### config.mk
export PLATFORM = sky130hd
export DESIGN_NAME = rect_motion_ctl_flat
export DESIGN_NICKNAME = d
export VERILOG_FILES = /design/src/rtl/rect_motion_ctl_if.sv /design/src/rtl/rect_motion_ctl.sv /design/src/flat_wrapper.sv
export SDC_FILE = /design/constraint.sdc
export NUM_CORES = 1
export LEC_CHECK = 0
export ABC_AREA = 1
export BUFFER_PORTS_ARGS = -buffer_cell sky130_fd_sc_hd__buf_2
export CORE_MARGIN = 2
export CORE_UTILIZATION = 39
export DETAILED_ROUTE_END_ITERATION = 6
export PLACE_DENSITY = 0.62
export SETUP_SLACK_MARGIN = 0.4
export SLEW_MARGIN = 20
export SYNTH_ARGS = -nofsm -noshare
export SYNTH_HDL_FRONTEND = slang
export SYNTH_SLANG_ARGS = --single-unit
### constraint.sdc
create_clock -name pclk -period 2.5 [get_ports pclk]
set_input_delay 0.5 -clock pclk [delete_from_list [all_inputs] [get_ports pclk]]
set_output_delay 0.5 -clock pclk [all_outputs]
set_load 0.05 [all_outputs]
### src/rtl/rect_motion_ctl_if.sv
`default_nettype none
// ============================================================================
//  Module      : rect_motion_ctl_if
//  Description : Signal bundle between the rectangle motion controller and its
//                environment. It carries the frame sync, the control pulses, the
//                steering levels and the registered sprite position/enable.
//                  master : drives vsync_in/start/stop/jump/left/right,
//                           observes xpos/ypos/module_en/airborne
//                  slave  : the controller side
//  Revision    : 1.0  initial release
// ============================================================================
interface rect_motion_ctl_if;
  logic       vsync_in;
  logic       start;
  logic       stop;
  logic       jump;
  logic       left;
  logic       right;
  logic [8:0] xpos;
  logic [8:0] ypos;
  logic       module_en;
  logic       airborne;

  modport master (
    output vsync_in, start, stop, jump, left, right,
    input  xpos, ypos, module_en, airborne
  );

  modport slave (
    input  vsync_in, start, stop, jump, left, right,
    output xpos, ypos, module_en, airborne
  );
endinterface
`default_nettype wire

### src/rtl/rect_motion_ctl.sv
`default_nettype none
// ============================================================================
//  Module      : rect_motion_ctl
//  Description : Frame-synchronous motion controller for the overlay rectangle.
//                Jump/fall state machine with per-frame velocity plus clamped
//                horizontal steering. Position updates are committed only on
//                the rising edge of vsync_in so a frame is never torn.
//  Ports       : pclk  - pixel clock
//                rst   - synchronous active-high reset
//                bus   - rect_motion_ctl_if.slave (vsync_in, start, stop, jump,
//                        left, right in; xpos, ypos, module_en, airborne out)
//  Revision    : 1.0  initial release
// ============================================================================
module rect_motion_ctl #(
  parameter int X_INIT       = 200,
  parameter int Y_GROUND     = 400,
  parameter int X_MAX        = 432,
  parameter int X_STEP       = 4,
  parameter int JUMP_VEL     = 12,
  parameter int FALL_VEL_MAX = 12
) (
  input logic              pclk,
  input logic              rst,
  rect_motion_ctl_if.slave bus
);

  localparam logic [1:0] c_IDLE  = 2'd0;
  localparam logic [1:0] c_STAND = 2'd1;
  localparam logic [1:0] c_RISE  = 2'd2;
  localparam logic [1:0] c_FALL  = 2'd3;

  localparam logic [9:0] c_X_INIT   = 10'(X_INIT);
  localparam logic [9:0] c_Y_GROUND = 10'(Y_GROUND);
  localparam logic [9:0] c_X_MAX    = 10'(X_MAX);
  localparam logic [9:0] c_X_STEP   = 10'(X_STEP);
  localparam logic [4:0] c_JUMP_VEL = 5'(JUMP_VEL);
  localparam logic [4:0] c_FALL_MAX = 5'(FALL_VEL_MAX);

  logic [1:0] r_state;
  logic [4:0] r_vel;
  logic [8:0] r_xpos;
  logic [8:0] r_ypos;
  logic       r_module_en;
  logic       r_airborne;
  logic       r_jump_req;
  logic       r_vsync_d;

  logic [1:0] w_state_nxt;
  logic [4:0] w_vel_nxt;
  logic [9:0] w_x_nxt;
  logic [9:0] w_y_nxt;
  logic       w_jump_req_nxt;
  logic       w_module_en_nxt;
  logic       w_airborne_nxt;

  logic       w_tick;
  logic       w_jump_eff;
  logic [9:0] w_x10;
  logic [9:0] w_y10;
  logic [9:0] w_x_left;
  logic [9:0] w_x_right_raw;
  logic [9:0] w_x_right;
  logic [9:0] w_x_steer;
  logic       w_rise_sat;
  logic [9:0] w_y_rise;
  logic [4:0] w_vel_dec;
  logic [5:0] w_vel_inc;
  logic [4:0] w_vel_fall;
  logic [9:0] w_y_fall;
  logic       w_land;
  logic       w_unused;

  assign w_tick     = bus.vsync_in & ~r_vsync_d;
  // A jump arriving in the tick cycle itself still counts for that tick.
  assign w_jump_eff = r_jump_req | bus.jump;

  // All arithmetic carries one headroom bit so clamps see the true result.
  assign w_x10         = {1'b0, r_xpos};
  assign w_y10         = {1'b0, r_ypos};
  assign w_x_left      = (w_x10 < c_X_STEP) ? 10'd0 : (w_x10 - c_X_STEP);
  assign w_x_right_raw = w_x10 + c_X_STEP;
  assign w_x_right     = (w_x_right_raw > c_X_MAX) ? c_X_MAX : w_x_right_raw;
  assign w_x_steer     = (bus.left & ~bus.right) ? w_x_left  :
                         (bus.right & ~bus.left) ? w_x_right : w_x10;

  assign w_rise_sat = (w_y10 < {5'd0, r_vel});
  assign w_y_rise   = w_rise_sat ? 10'd0 : (w_y10 - {5'd0, r_vel});
  assign w_vel_dec  = r_vel - 5'd1;

  assign w_vel_inc  = {1'b0, r_vel} + 6'd1;
  assign w_vel_fall = (w_vel_inc > {1'b0, c_FALL_MAX}) ? c_FALL_MAX : w_vel_inc[4:0];
  assign w_y_fall   = w_y10 + {5'd0, w_vel_fall};
  assign w_land     = (w_y_fall >= c_Y_GROUND);

  // Next-state / next-datapath logic.
  always_comb begin : p_next
    w_state_nxt    = r_state;
    w_vel_nxt      = r_vel;
    w_x_nxt        = w_x10;
    w_y_nxt        = w_y10;
    w_jump_req_nxt = r_jump_req;

    // The request is dropped at every tick, consumed or not.
    if (w_tick) begin
      w_jump_req_nxt = 1'b0;
    end else if (bus.jump) begin
      w_jump_req_nxt = 1'b1;
    end

    if (bus.stop) begin
      // Positions intentionally hold their last values.
      w_state_nxt = c_IDLE;
    end else if (bus.start) begin
      // Also acts as a respawn when already running.
      w_state_nxt    = c_STAND;
      w_x_nxt        = c_X_INIT;
      w_y_nxt        = c_Y_GROUND;
      w_vel_nxt      = 5'd0;
      w_jump_req_nxt = 1'b0;
    end else if (w_tick) begin
      case (r_state)
        c_STAND: begin
          w_x_nxt = w_x_steer;
          if (w_jump_eff) begin
            w_state_nxt = c_RISE;
            w_vel_nxt   = c_JUMP_VEL;
          end
        end
        c_RISE: begin
          w_x_nxt = w_x_steer;
          w_y_nxt = w_y_rise;
          // Hitting the top edge kills the remaining upward velocity.
          if (w_rise_sat || (w_vel_dec == 5'd0)) begin
            w_state_nxt = c_FALL;
            w_vel_nxt   = 5'd0;
          end else begin
            w_vel_nxt   = w_vel_dec;
          end
        end
        c_FALL: begin
          w_x_nxt = w_x_steer;
          if (w_land) begin
            w_state_nxt = c_STAND;
            w_y_nxt     = c_Y_GROUND;
            w_vel_nxt   = 5'd0;
          end else begin
            w_y_nxt     = w_y_fall;
            w_vel_nxt   = w_vel_fall;
          end
        end
        default: ;
      endcase
    end
  end

  // Output decode from the next state, so the flags are registered alongside it.
  always_comb begin : p_out
    w_module_en_nxt = (w_state_nxt != c_IDLE);
    w_airborne_nxt  = (w_state_nxt == c_RISE) || (w_state_nxt == c_FALL);
  end

  always_ff @(posedge pclk) begin : p_reg
    if (rst) begin
      r_state     <= c_IDLE;
      r_vel       <= 5'd0;
      r_xpos      <= c_X_INIT[8:0];
      r_ypos      <= c_Y_GROUND[8:0];
      r_module_en <= 1'b0;
      r_airborne  <= 1'b0;
      r_jump_req  <= 1'b0;
      r_vsync_d   <= 1'b0;
    end else begin
      r_state     <= w_state_nxt;
      r_vel       <= w_vel_nxt;
      r_xpos      <= w_x_nxt[8:0];
      r_ypos      <= w_y_nxt[8:0];
      r_module_en <= w_module_en_nxt;
      r_airborne  <= w_airborne_nxt;
      r_jump_req  <= w_jump_req_nxt;
      r_vsync_d   <= bus.vsync_in;
    end
  end

  // Headroom bits are always zero after clamping.
  assign w_unused = ^{w_x_nxt[9], w_y_nxt[9]};

  assign bus.xpos      = r_xpos;
  assign bus.ypos      = r_ypos;
  assign bus.module_en = r_module_en;
  assign bus.airborne  = r_airborne;

endmodule
`default_nettype wire

### src/flat_wrapper.sv
// flat-port wrapper written by rule: the top's interface ports become plain ports
module rect_motion_ctl_flat 
#(
  parameter int X_INIT       = 200,
  parameter int Y_GROUND     = 400,
  parameter int X_MAX        = 432,
  parameter int X_STEP       = 4,
  parameter int JUMP_VEL     = 12,
  parameter int FALL_VEL_MAX = 12
)
  (pclk, rst, bus_vsync_in, bus_start, bus_stop, bus_jump, bus_left, bus_right, bus_xpos, bus_ypos, bus_module_en, bus_airborne);
  rect_motion_ctl_if bus_i ();
  input logic pclk;
  input logic rst;
  input wire logic [$bits(bus_i.vsync_in)-1:0] bus_vsync_in;
  input wire logic [$bits(bus_i.start)-1:0] bus_start;
  input wire logic [$bits(bus_i.stop)-1:0] bus_stop;
  input wire logic [$bits(bus_i.jump)-1:0] bus_jump;
  input wire logic [$bits(bus_i.left)-1:0] bus_left;
  input wire logic [$bits(bus_i.right)-1:0] bus_right;
  output wire logic [$bits(bus_i.xpos)-1:0] bus_xpos;
  output wire logic [$bits(bus_i.ypos)-1:0] bus_ypos;
  output wire logic [$bits(bus_i.module_en)-1:0] bus_module_en;
  output wire logic [$bits(bus_i.airborne)-1:0] bus_airborne;
  assign bus_i.vsync_in = bus_vsync_in;
  assign bus_i.start = bus_start;
  assign bus_i.stop = bus_stop;
  assign bus_i.jump = bus_jump;
  assign bus_i.left = bus_left;
  assign bus_i.right = bus_right;
  assign bus_xpos = bus_i.xpos;
  assign bus_ypos = bus_i.ypos;
  assign bus_module_en = bus_i.module_en;
  assign bus_airborne = bus_i.airborne;
  rect_motion_ctl #(.X_INIT(X_INIT), .Y_GROUND(Y_GROUND), .X_MAX(X_MAX), .X_STEP(X_STEP), .JUMP_VEL(JUMP_VEL), .FALL_VEL_MAX(FALL_VEL_MAX)) u_core (.pclk(pclk), .rst(rst), .bus(bus_i));
endmodule
==> results of run 1 <==
placed cells by master (no fill, tap or decap), drive strengths merged, types with 4 or more instances in the layout:
| cell type | n |
|---|---|
| nand4 | 6 |
| inv | 57 |
| nor2 | 43 |
| nand3 | 31 |
| o21ai | 15 |
| clkbuf | 4 |
| xor2 | 15 |
| buf | 73 |
| nor3 | 5 |
| ha | 22 |
| a21oi | 34 |
| xnor2 | 4 |
| nand2 | 104 |
| dfxtp | 27 |
state kept, by name (all words and copies together), names as in the netlist:
signal	cells
u_core.bus.airborne	1
u_core.bus.module_en	1
u_core.bus.xpos	7
u_core.bus.ypos	9
u_core.r_jump_req	1
u_core.r_state	2
u_core.r_vel	5
u_core.r_vsync_d	1
what timing repair did:
item / CTS / global route
cloned: 1 / 1
setup buffers: 8 / 6
pin swaps: 22 / 20
endpoints found under the setup margin: 18 / 23
endpoints found under the hold margin: 0 / 0
gates resized for setup: 21 / 21
worst max-delay path, delay by kind of cell, from the launching register on:
family	cells	cell delay, ps
and+or+nand+nor	16	1230
DFF	1	390
buffers and inverters	3	230
adders and majority gates	3	520
xor gates and xnor gates	1	160
metal layers:
metal,share of wire [%],routed length [um],GRT usage (%),vias to the layer above
met5,0,0,0,-
met4,1.7,122,6.29,0
met3,3.1,226,1.98,11
met2,48,3510,34.8,40
met1,47,3450,25.6,1255
li1,-,-,-,1433
cell families after synthesis:
family | share of synthesized area (%)
AND/OR/NAND/NOR | 36.1
other | 0.138
buffers and inverters | 11.5
XOR/XNOR | 6.66
adder cells (fa/ha/maj) | 10.8
AO/OA/AOI/OAI | 15.0
flip-flops | 19.8
layout make-up:
class	instances	area (um2)	area share, %
well taps	96	120	3.36
clock buffers	3	41.3	1.16
multi-input cells	310	2090	58.4
inverters	58	220	6.16
repair inverters	1	7.51	0.210
clock inverters	1	7.51	0.210
flip-flops and latches	27	568	15.9
repair buffers	74	523	14.6
power by group:
part,switching (mW),internal [mW]
registers,0.0217,0.440
logic,0.192,0.127
clock network,0.165,0.114
total,0.378,0.681
metrics by stage:
| step | area [um2] | setup TNS, ps | worst slack (ps) | utilization [%] | hold WS, ps |
|---|---|---|---|---|---|
| CTS | 3420 | -1730 | -142 | 50.3 | 423 |
| global route | 3570 | -4150 | -287 | 52.6 | 449 |
| global placement | 3240 | -1600 | -146 | 47.8 | 493 |
| finish | 3570 | -1600 | -127 | 52.6 | 425 |
| detailed placement | 3240 | -1930 | -172 | 47.8 | 499 |
| floorplan | 2830 | 0 | 61.1 | - | 494 |
final timing paths:
| check | end | startpoint | slack (ps) | cells past startpoint |
|---|---|---|---|---|
| max | u_core.bus.module_en$_SDFF_PP0_ | u_core.r_vel[1]$_SDFFE_PP0P_ | -130 | 23 |
| min | u_core.r_vsync_d$_SDFF_PP0_ | bus_vsync_in | 430 | 3 |
| max reg2reg | u_core.bus.module_en$_SDFF_PP0_ | u_core.r_vel[1]$_SDFFE_PP0P_ | -130 | 23 |
| min reg2reg | u_core.bus.ypos[0]$_SDFFE_PP0P_ | u_core.bus.ypos[0]$_SDFFE_PP0P_ | 510 | 2 |
==> impl_metrics.json, run 1 <==
{
  "grt_max_degree": 22,
  "cp_max_fo": 6,
  "grt_util_all_layers_pct": 19.9,
  "slew_headroom_pct": 61.8,
  "rsz0062_at_grt": "yes",
  "post-route-min-period_ps": 2630,
  "grt_pass1_vias": 2699,
  "crit_required_ps": 2690,
  "violations": "negative setup slack",
  "p_total_mw": 1.06,
  "vias_per_cell": 4.81,
  "cp_common_cell": "nand2_2",
  "yosys.area.top_type": "dfxtp_1",
  "worst_setup_path_start_kind": "flip-flop",
  "synth_top_area_share_pct": 19.8,
  "num_vias": 2739,
  "slowest_delay_ps": 390,
  "synth_seq_cells": 27,
  "clk_pin_slew_ps": 110,
  "setup.worst_path.class": "flip-flop to flip-flop",
  "ys_seq_area_share_pct": 19.8,
  "avgSynthCellArea_um2": 6.68,
  "portBuffers": 25,
  "antenna_left": 0,
  "start_util_pct": 40.1,
  "antenna_found_initial": 0,
  "cts_hold_buf": 0,
  "finalHoldViolations": 0,
  "yosys-top-cells-count": "86 x nand2_1, 54 x inv_1, 38 x nor2_1",
  "cap_violations": 0,
  "dp.cells": 550,
  "hold_path_class": "input port to flip-flop",
  "nets": 506,
  "status": "finished with violations",
  "yosys_warnings": 0,
  "nFillCells": 642,
  "rows": 30,
  "hpwl_um": 5410,
  "drv_slew": 0,
  "fin_ws_ps": -127,
  "clock_skew_ps": 6.10,
  "wl_per_cell_um": 12.8,
  "ir_drop_uv": 173,
  "grt_overflow_total": 0,
  "crit_path_cell_trace": "ha_4 > inv_2 > nand2_2 > nand2_2 > nor2_2 > nand2_2 > nand2_2 > nor2_2 > ha_2 > ha_4 > inv_2 > nand2_4 > nand2_2 > nand2_4 > nand2_4 > xor2_4 > nor2_4 > nand2_4 > buf_12 > nand4_1 > nand2_1 > nand2_2 > nand2_1",
  "critical_path.endpoint_type": "flip-flop",
  "synth_area_leaders": "dfxtp_1 20%, nand2_1 12%, ha_1 10%",
  "yosysMostFrequentCell": "nand2_1",
  "fp.dieH_um": 87.6,
  "clockRootBuffer": "clkbuf_8",
  "finalWirelength_um": 7310,
  "synth_edf_count": 0,
  "syn_area_mm2": 0.00273,
  "drt_iter0_drc": 113,
  "route.detailed.drc": 0,
  "gp_congestion": 0.878,
  "fin_crit_sh_pct": 105,
  "dieArea_mm2": 0.00767,
  "cts_made_buffers": 3,
  "synth_cell_type_count": 43,
  "worst_slew_pin_slew_ps": 574,
  "first_pass_iters": 5,
  "worst_path_max_delay_cell": "dfxtp_4",
  "grt_pass1_wl_um": 12100,
  "setup_viol": 16,
  "synth_flop_cell": "dfxtp_1",
  "drive_gt1_share_pct": 38.0,
  "syn_inst": 408,
  "h-tree-depth": 1,
  "cts_tree": "built",
  "clock_latency_ps": 290,
  "design.core.area_mm2": 0.00679,
  "cts_buffer_depth": 2,
  "ioPinCount": 28,
  "antenna_cells": 0,
  "clock_sinks": 27,
  "power_density_mw_per_mm2": 296,
  "area_growth_pct": 31.1,
  "async_reset_ff_share_pct": 0,
  "power.leakage_nw": 1.65,
  "die_x_um": 87.6,
  "max_freq_mhz": 381,
  "cp_data_arrival_time_ps": 2820,
  "fin_cells": 570
}
(Power assumes the default switching activity.)
==> inputs of run 2 (changes only) <==
--- a/config.mk
+++ b/config.mk
@@ -10,7 +10,7 @@
 export CORE_MARGIN = 2
 export CORE_UTILIZATION = 39
 export DETAILED_ROUTE_END_ITERATION = 6
-export PLACE_DENSITY = 0.62
+export PLACE_DENSITY_LB_ADDON = 0.08
 export SETUP_SLACK_MARGIN = 0.4
 export SLEW_MARGIN = 20
 export SYNTH_ARGS = -nofsm -noshare
==> run 2 against run 1 <==
Effect of this change: the run still ends with negative setup slack left; sequential share of layout area fell by 0.85 points; cell area rose by 5.4%; sequential power barely moved; power rose by 0.16%; cell count rose by 1.9%; first-iteration DRC count fell by 8.0%; non-clock buffer count rose by 12; routed wire length rose by 6.8%; combinational power rose by 4%; count of clock-buffer cells in the layout rose by 1; worst hold slack improved by 9.3 ps; die area did not move.
==> impl_metrics.json, run 2 (synthesis results as in run 1) <==
{
  "clock_skew_ps": 6.92,
  "route.detailed.drc": 0,
  "dp.cells": 564,
  "ir_drop_uv": 247,
  "p_total_mw": 1.06,
  "num_vias": 2836,
  "h-tree-depth": 1,
  "gp_congestion": 0.843,
  "clockPowerShare_pct": 25.3,
  "slowest_delay_ps": 400,
  "finalHoldViolations": 0,
  "antenna_left": 0,
  "r2r_slack_ps": -120,
  "setup_viol": 13,
  "crit_path_cell_trace": "ha_4 > nand2_4 > nor2_4 > nand3_2 > nand2_4 > nand3_4 > ha_4 > nand2_1 > nor2_1 > nand2_2 > nand2_4 > nand2_4 > xor2_4 > nor2_4 > nand2_4 > buf_6 > nand4_1 > nand2_1 > nand2_2 > nand2_1",
  "cp_data_arrival_time_ps": 2810,
  "power.leakage_nw": 1.75,
  "drive_gt1_share_pct": 42.3,
  "drt_iter0_drc": 104,
  "cts_buffer_depth": 2,
  "layout_commonest_cell": "nand2_1",
  "cts_tree": "built",
  "setup.worst_path.class": "flip-flop to flip-flop",
  "holdPathStages": 3,
  "dieArea_mm2": 0.00767,
  "critical_path.endpoint_type": "flip-flop",
  "fin_ws_ps": -119,
  "antenna_cells": 0,
  "cts_hold_buf": 0,
  "rsz0062_at_grt": "yes",
  "grt_util_all_layers_pct": 20.7,
  "largest_reg_flops": 9,
  "die_x_um": 87.6,
  "pwr-share-comb_pct": 31.1,
  "max_freq_mhz": 382,
  "hpwl_um": 5810,
  "final_cell_mix": "74 x nand2_1, 55 x buf_4, 46 x inv_1, 34 x nor2_1, 25 x buf_2",
  "start_util_pct": 40.1,
  "dp_slack_ps": -149,
  "wl_per_cell_um": 13.4,
  "power.sequential.fraction_pct": 43.6,
  "cp_common_cell": "nand2_4",
  "vias_per_cell": 4.88,
  "rows": 30,
  "finalWirelength_um": 7810,
  "hold_path_class": "input port to flip-flop",
  "power_density_mw_per_mm2": 282,
  "cap_violations": 0,
  "nFillCells": 644,
  "hold_ws_ps": 435,
  "status": "finished with violations",
  "post-route-min-period_ps": 2620,
  "p_int_mw": 0.688,
  "switching_share_pct": 35.2,
  "r2r_cells": 20,
  "clock_sinks": 27,
  "fin_crit_sh_pct": 105,
  "clock_latency_ps": 280,
  "fp.dieH_um": 87.6,
  "drv_slew": 0,
  "grt_pass1_wl_um": 12800,
  "crit_required_ps": 2690,
  "grt_overflow_total": 0,
  "worst_slew_pin_slew_ps": 603,
  "grt_max_degree": 22,
  "cp_max_fo": 5,
  "violations": "negative setup slack",
  "clk_pin_slew_ps": 110,
  "clockRootBuffer": "clkbuf_8",
  "ioPinCount": 28,
  "portBuffers": 25,
  "antenna_found_initial": 0,
  "p_sw_mw": 0.373,
  "final_util_pct": 55.4,
  "first_pass_iters": 4,
  "worst_setup_path_start_kind": "flip-flop",
  "area_growth_pct": 38.2,
  "fin_cells": 581,
  "worst_path_max_delay_cell": "dfxtp_4",
  "design.core.area_mm2": 0.00679,
  "nets": 517,
  "cts_made_buffers": 3,
  "slew_headroom_pct": 59.8,
  "grt_pass1_vias": 2710
}
## run 2: layer usage
layer / track usage, % / wire length [um] / part of all wire, %
met5: 0 / 0 / 0
met4: 3.08 / 59 / 0.76
met3: 2.54 / 206 / 2.6
met2: 36.9 / 3940 / 51
met1: 27.4 / 3600 / 46
## run 2: path summary, 6_finish.rpt
check                                                  endpoint                       startpoint
worst min register to register  u_core.bus.ypos[3]$_SDFFE_PP0P_  u_core.bus.ypos[3]$_SDFFE_PP0P_
worst max register to register  u_core.bus.module_en$_SDFF_PP0_     u_core.r_vel[1]$_SDFFE_PP0P_
worst max-delay path            u_core.bus.module_en$_SDFF_PP0_     u_core.r_vel[1]$_SDFFE_PP0P_
worst min-delay path                u_core.r_vsync_d$_SDFF_PP0_                     bus_vsync_in
## run 2: repair_timing
action	CTS	global route
setup buffers	8	5
setup endpoints to repair	18	25
pin swaps	20	11
gates resized for setup	35	37
gates cloned	0	0
## run 2: worst max-delay path, delay by kind of cell (launching register included)
family                   cells  cell delay (ps)
XOR/XNOR                     1              160
flip-flops                   1              400
adder cells (fa/ha/maj)      2              460
AND/OR/NAND/NOR             16             1380
buffers and inverters        1              120
## run 2: power groups by stage
stage / clock network, mW / logic [mW] / registers, mW
floorplan: 0 / 0.174 / 0.497
global placement: 0 / 0.286 / 0.472
detailed placement: 0 / 0.287 / 0.472
CTS: 0.289 / 0.309 / 0.461
global route: 0.303 / 0.360 / 0.465
finish: 0.269 / 0.330 / 0.462
## run 2: cell type report
cell class	instances	area (um2)	share of cell area [%]
multi-input cells	310	2190	58.1
clock buffers	4	45.0	1.20
inverters	58	230	6.11
flip-flops and latches	27	567	15.0
repair buffers	86	614	16.3
well taps	96	120	3.19
## run 2: stage by stage
stage	instance area, um2	setup TNS [ps]
6_report	3770	-1070
5_1_grt	3770	-3610
4_1_cts	3580	-1290
3_5_place_dp	3350	-1220
3_3_place_gp	3350	-1460
2_1_floorplan	2830	0
==> inputs of run 3 (changes only) <==
--- a/config.mk
+++ b/config.mk
@@ -5,12 +5,11 @@
 export SDC_FILE = /design/constraint.sdc
 export NUM_CORES = 1
 export LEC_CHECK = 0
-export ABC_AREA = 1
 export BUFFER_PORTS_ARGS = -buffer_cell sky130_fd_sc_hd__buf_2
 export CORE_MARGIN = 2
 export CORE_UTILIZATION = 39
 export DETAILED_ROUTE_END_ITERATION = 6
-export PLACE_DENSITY_LB_ADDON = 0.08
+export PLACE_DENSITY = 0.62
 export SETUP_SLACK_MARGIN = 0.4
 export SLEW_MARGIN = 20
 export SYNTH_ARGS = -nofsm -noshare
==> run 3 against run 2 <==
Effect of this change: the run still ends with negative setup slack left; worst setup slack lost 450 ps; sequential power shrank 5.6%; sequential share of layout area grew 0.11 points; sequential cell count is the same; highest routed layer unchanged.
==> impl_metrics.json, run 3 <==
{
  "status": "finished with violations",
  "violations": "negative setup slack",
  "setup_viol": 16,
  "max_freq_mhz": 326,
  "cpLargestDelayFamily": "compound AO/OA/AOI/OAI gates",
  "num_vias": 2982,
  "ys_seq_area_share_pct": 20.1,
  "yosys_warnings": 0,
  "antenna_found_initial": 0,
  "design.core.area_mm2": 0.00672,
  "nFillCells": 660,
  "dieArea_mm2": 0.00758,
  "synth_cell_type_count": 67,
  "crit_required_ps": 2680,
  "critical_path.endpoint_type": "flip-flop",
  "r2r_cells": 15,
  "layout_commonest_cell": "buf_4",
  "timing.rr.end": "u_core.r_vel[2]$_SDFFE_PP0P_",
  "final_cell_mix": "59 x buf_4, 41 x nor2_1, 28 x nand2_1, 28 x a21oi_1, 25 x buf_2",
  "crit_end": "u_core.r_vel[2]$_SDFFE_PP0P_",
  "hpwl_um": 5860,
  "cap_violations": 0,
  "route.detailed.drc": 0,
  "met1_usage_pct": 28.6,
  "clock_skew_ps": 8.63,
  "cp_num_cells": 15,
  "grt_pass1_wl_um": 13300,
  "wl_per_cell_um": 15.4,
  "r2r_slack_ps": -570,
  "nets": 479,
  "largest_reg_flops": 9,
  "antenna_left": 0,
  "grt_overflow_total": 0,
  "fin_ws_ps": -570,
  "h-tree-depth": 1,
  "worst_slew_pin_slew_ps": 520,
  "drv_slew": 0,
  "first_pass_iters": 4,
  "worst_setup_path_start_kind": "flip-flop",
  "area_growth_pct": 39.9,
  "rsz0062_at_grt": "yes",
  "crit_path_cell_trace": "ha_4 > nand3_2 > mux2_4 > and4_4 > xor2_4 > ha_4 > a21o_1 > a21o_1 > a41oi_2 > xnor2_1 > inv_1 > a2bb2o_4 > o21a_4 > a221oi_2 > nor3_1",
  "cp_max_fo": 7,
  "drive_gt1_share_pct": 38.9,
  "synth_edf_count": 0,
  "tns_ps": -7040,
  "slew_headroom_pct": 65.3,
  "post_dp_cell_area_mm2": 0.00328,
  "dp_slack_ps": -660,
  "clock_sinks": 27,
  "worst_path_max_delay_cell": "dfxtp_4",
  "fp.dieH_um": 87.1,
  "antenna_cells": 0,
  "worst-path-buf-inv": 1,
  "clock_latency_ps": 280,
  "gr-usage-met2_pct": 36.8,
  "fin_cells": 527,
  "portBuffers": 25,
  "startpoint": "u_core.r_vel[1]$_SDFFE_PP0P_",
  "power_density_mw_per_mm2": 222,
  "fin_area_mm2": 0.00376,
  "cts_buffer_depth": 2,
  "avgSynthCellArea_um2": 7.31,
  "start_util_pct": 40.0,
  "cts_tree": "built",
  "hold_path_class": "input port to flip-flop",
  "setup.worst_path.class": "flip-flop to flip-flop",
  "power.leakage_nw": 1.48,
  "finalWirelength_um": 8140,
  "synth_area_leaders": "dfxtp_1 20%, ha_1 10%, a21oi_1 6.9%",
  "drt_iter0_drc": 141,
  "r2r_start": "u_core.r_vel[1]$_SDFFE_PP0P_",
  "dp.cells": 507,
  "ioPinCount": 28,
  "finalHoldViolations": 0,
  "p_total_mw": 0.836,
  "yosysMostFrequentCell": "nor2_1",
  "post-route-min-period_ps": 3070,
  "cts_hold_buf": 0,
  "syn_area_mm2": 0.00269,
  "async_reset_ff_share_pct": 0,
  "grt_max_degree": 21,
  "clockRootBuffer": "clkbuf_8",
  "synth_flop_cell": "dfxtp_1",
  "synth_seq_cells": 27,
  "cts_made_buffers": 3,
  "clk_pin_slew_ps": 110,
  "grt_pass1_vias": 2808,
  "fin_crit_sh_pct": 123,
  "rows": 30,
  "die_x_um": 87.1,
  "met3_usage_pct": 2.18,
  "yosys-top-cells-count": "45 x nor2_1, 37 x a21oi_1, 30 x nand2_1",
  "slowest_delay_ps": 400,
  "ir_drop_uv": 202,
  "gp_congestion": 0.842,
  "cp_data_arrival_time_ps": 3250,
  "top_usage_layer": "met2",
  "syn_inst": 368,
  "grt_util_all_layers_pct": 21.5,
  "synth_top_area_share_pct": 20.1,
  "vias_per_cell": 5.66,
  "yosys.area.top_type": "dfxtp_1"
}
## run 3: cell types whose count changed in the layout (fill, tap and decap cells not counted), sizes merged, moves of 8 or more
cell,change
a21o,+8
buf,+8
inv,-41
nand2,-74
nand3,-15
nor3,+9
xor2,-10
## run 3: worst min-delay path by stage
stage,from,end,cells after the start
2_1_floorplan,u_core.r_vel[4]$_SDFFE_PP0P_,u_core.r_vel[4]$_SDFFE_PP0P_,2
6_report,bus_vsync_in,u_core.r_vsync_d$_SDFF_PP0_,2
4_1_cts,bus_vsync_in,u_core.r_vsync_d$_SDFF_PP0_,2
5_1_grt,bus_vsync_in,u_core.r_vsync_d$_SDFF_PP0_,2
3_5_place_dp,u_core.r_vel[4]$_SDFFE_PP0P_,u_core.r_vel[4]$_SDFFE_PP0P_,2
3_3_place_gp,u_core.r_vel[4]$_SDFFE_PP0P_,u_core.r_vel[4]$_SDFFE_PP0P_,2
## run 3: per-stage QoR
stage / hold slack, ps / util (%)
2_1_floorplan: 459 / -
3_3_place_gp: 495 / 48.9
3_5_place_dp: 519 / 48.9
4_1_cts: 445 / 53.8
5_1_grt: 463 / 56.0
6_report: 446 / 56.0
## run 3: cells by family after synthesis
kind of cell             synth area share [%]
multiplexers                             2.98
flip-flops                               20.1
XOR/XNOR                                 5.21
other                                   0.139
adder cells (fa/ha/maj)                  11.3
AND/OR/NAND/NOR                          25.4
buffers and inverters                    6.00
AO/OA/AOI/OAI                            28.8
## run 3: cell type report
type,count,area (um2),area share [%]
multi-input cells,306,2300,61.3
repair buffers,94,681,18.1
flip-flops and latches,27,571,15.2
well taps,80,100,2.66
inverters,16,60.1,1.60
clock buffers,3,41.3,1.10
clock inverters,1,5.00,0.133
## run 3: repair_timing
item	4_1_cts	5_1_grt
setup buffers	12	4
gates resized for setup	50	24
gates cloned	0	0
endpoints found under the setup margin	21	21
pin swaps	17	11
## run 3: routing by layer
metal,routed length (um),vias to the layer above
met1,3690,1434
met2,4110,59
met4,89,0
met3,248,10
li1,-,1479
met5,0,-
## run 3: where the power goes
group | total, mW | switching (mW) | leakage, nW | internal, mW
registers | 0.436 | 0.00702 | 0.225 | 0.429
clock network | 0.265 | 0.153 | 0.0255 | 0.112
logic | 0.135 | 0.0835 | 1.23 | 0.0511
total | 0.836 | 0.244 | 1.48 | 0.593
## run 3: worst register-to-register path, stage by stage (launching register included)
cell and delay (ps):
dfxtp_4 400, ha_4 160, nand3_2 70, mux2_4 340, and4_4 180, xor2_4 160, ha_4 170, a21o_1 160
a21o_1 160, a41oi_2 160, xnor2_1 160, inv_1 70, a2bb2o_4 230, o21a_4 230, a221oi_2 240, nor3_1 60
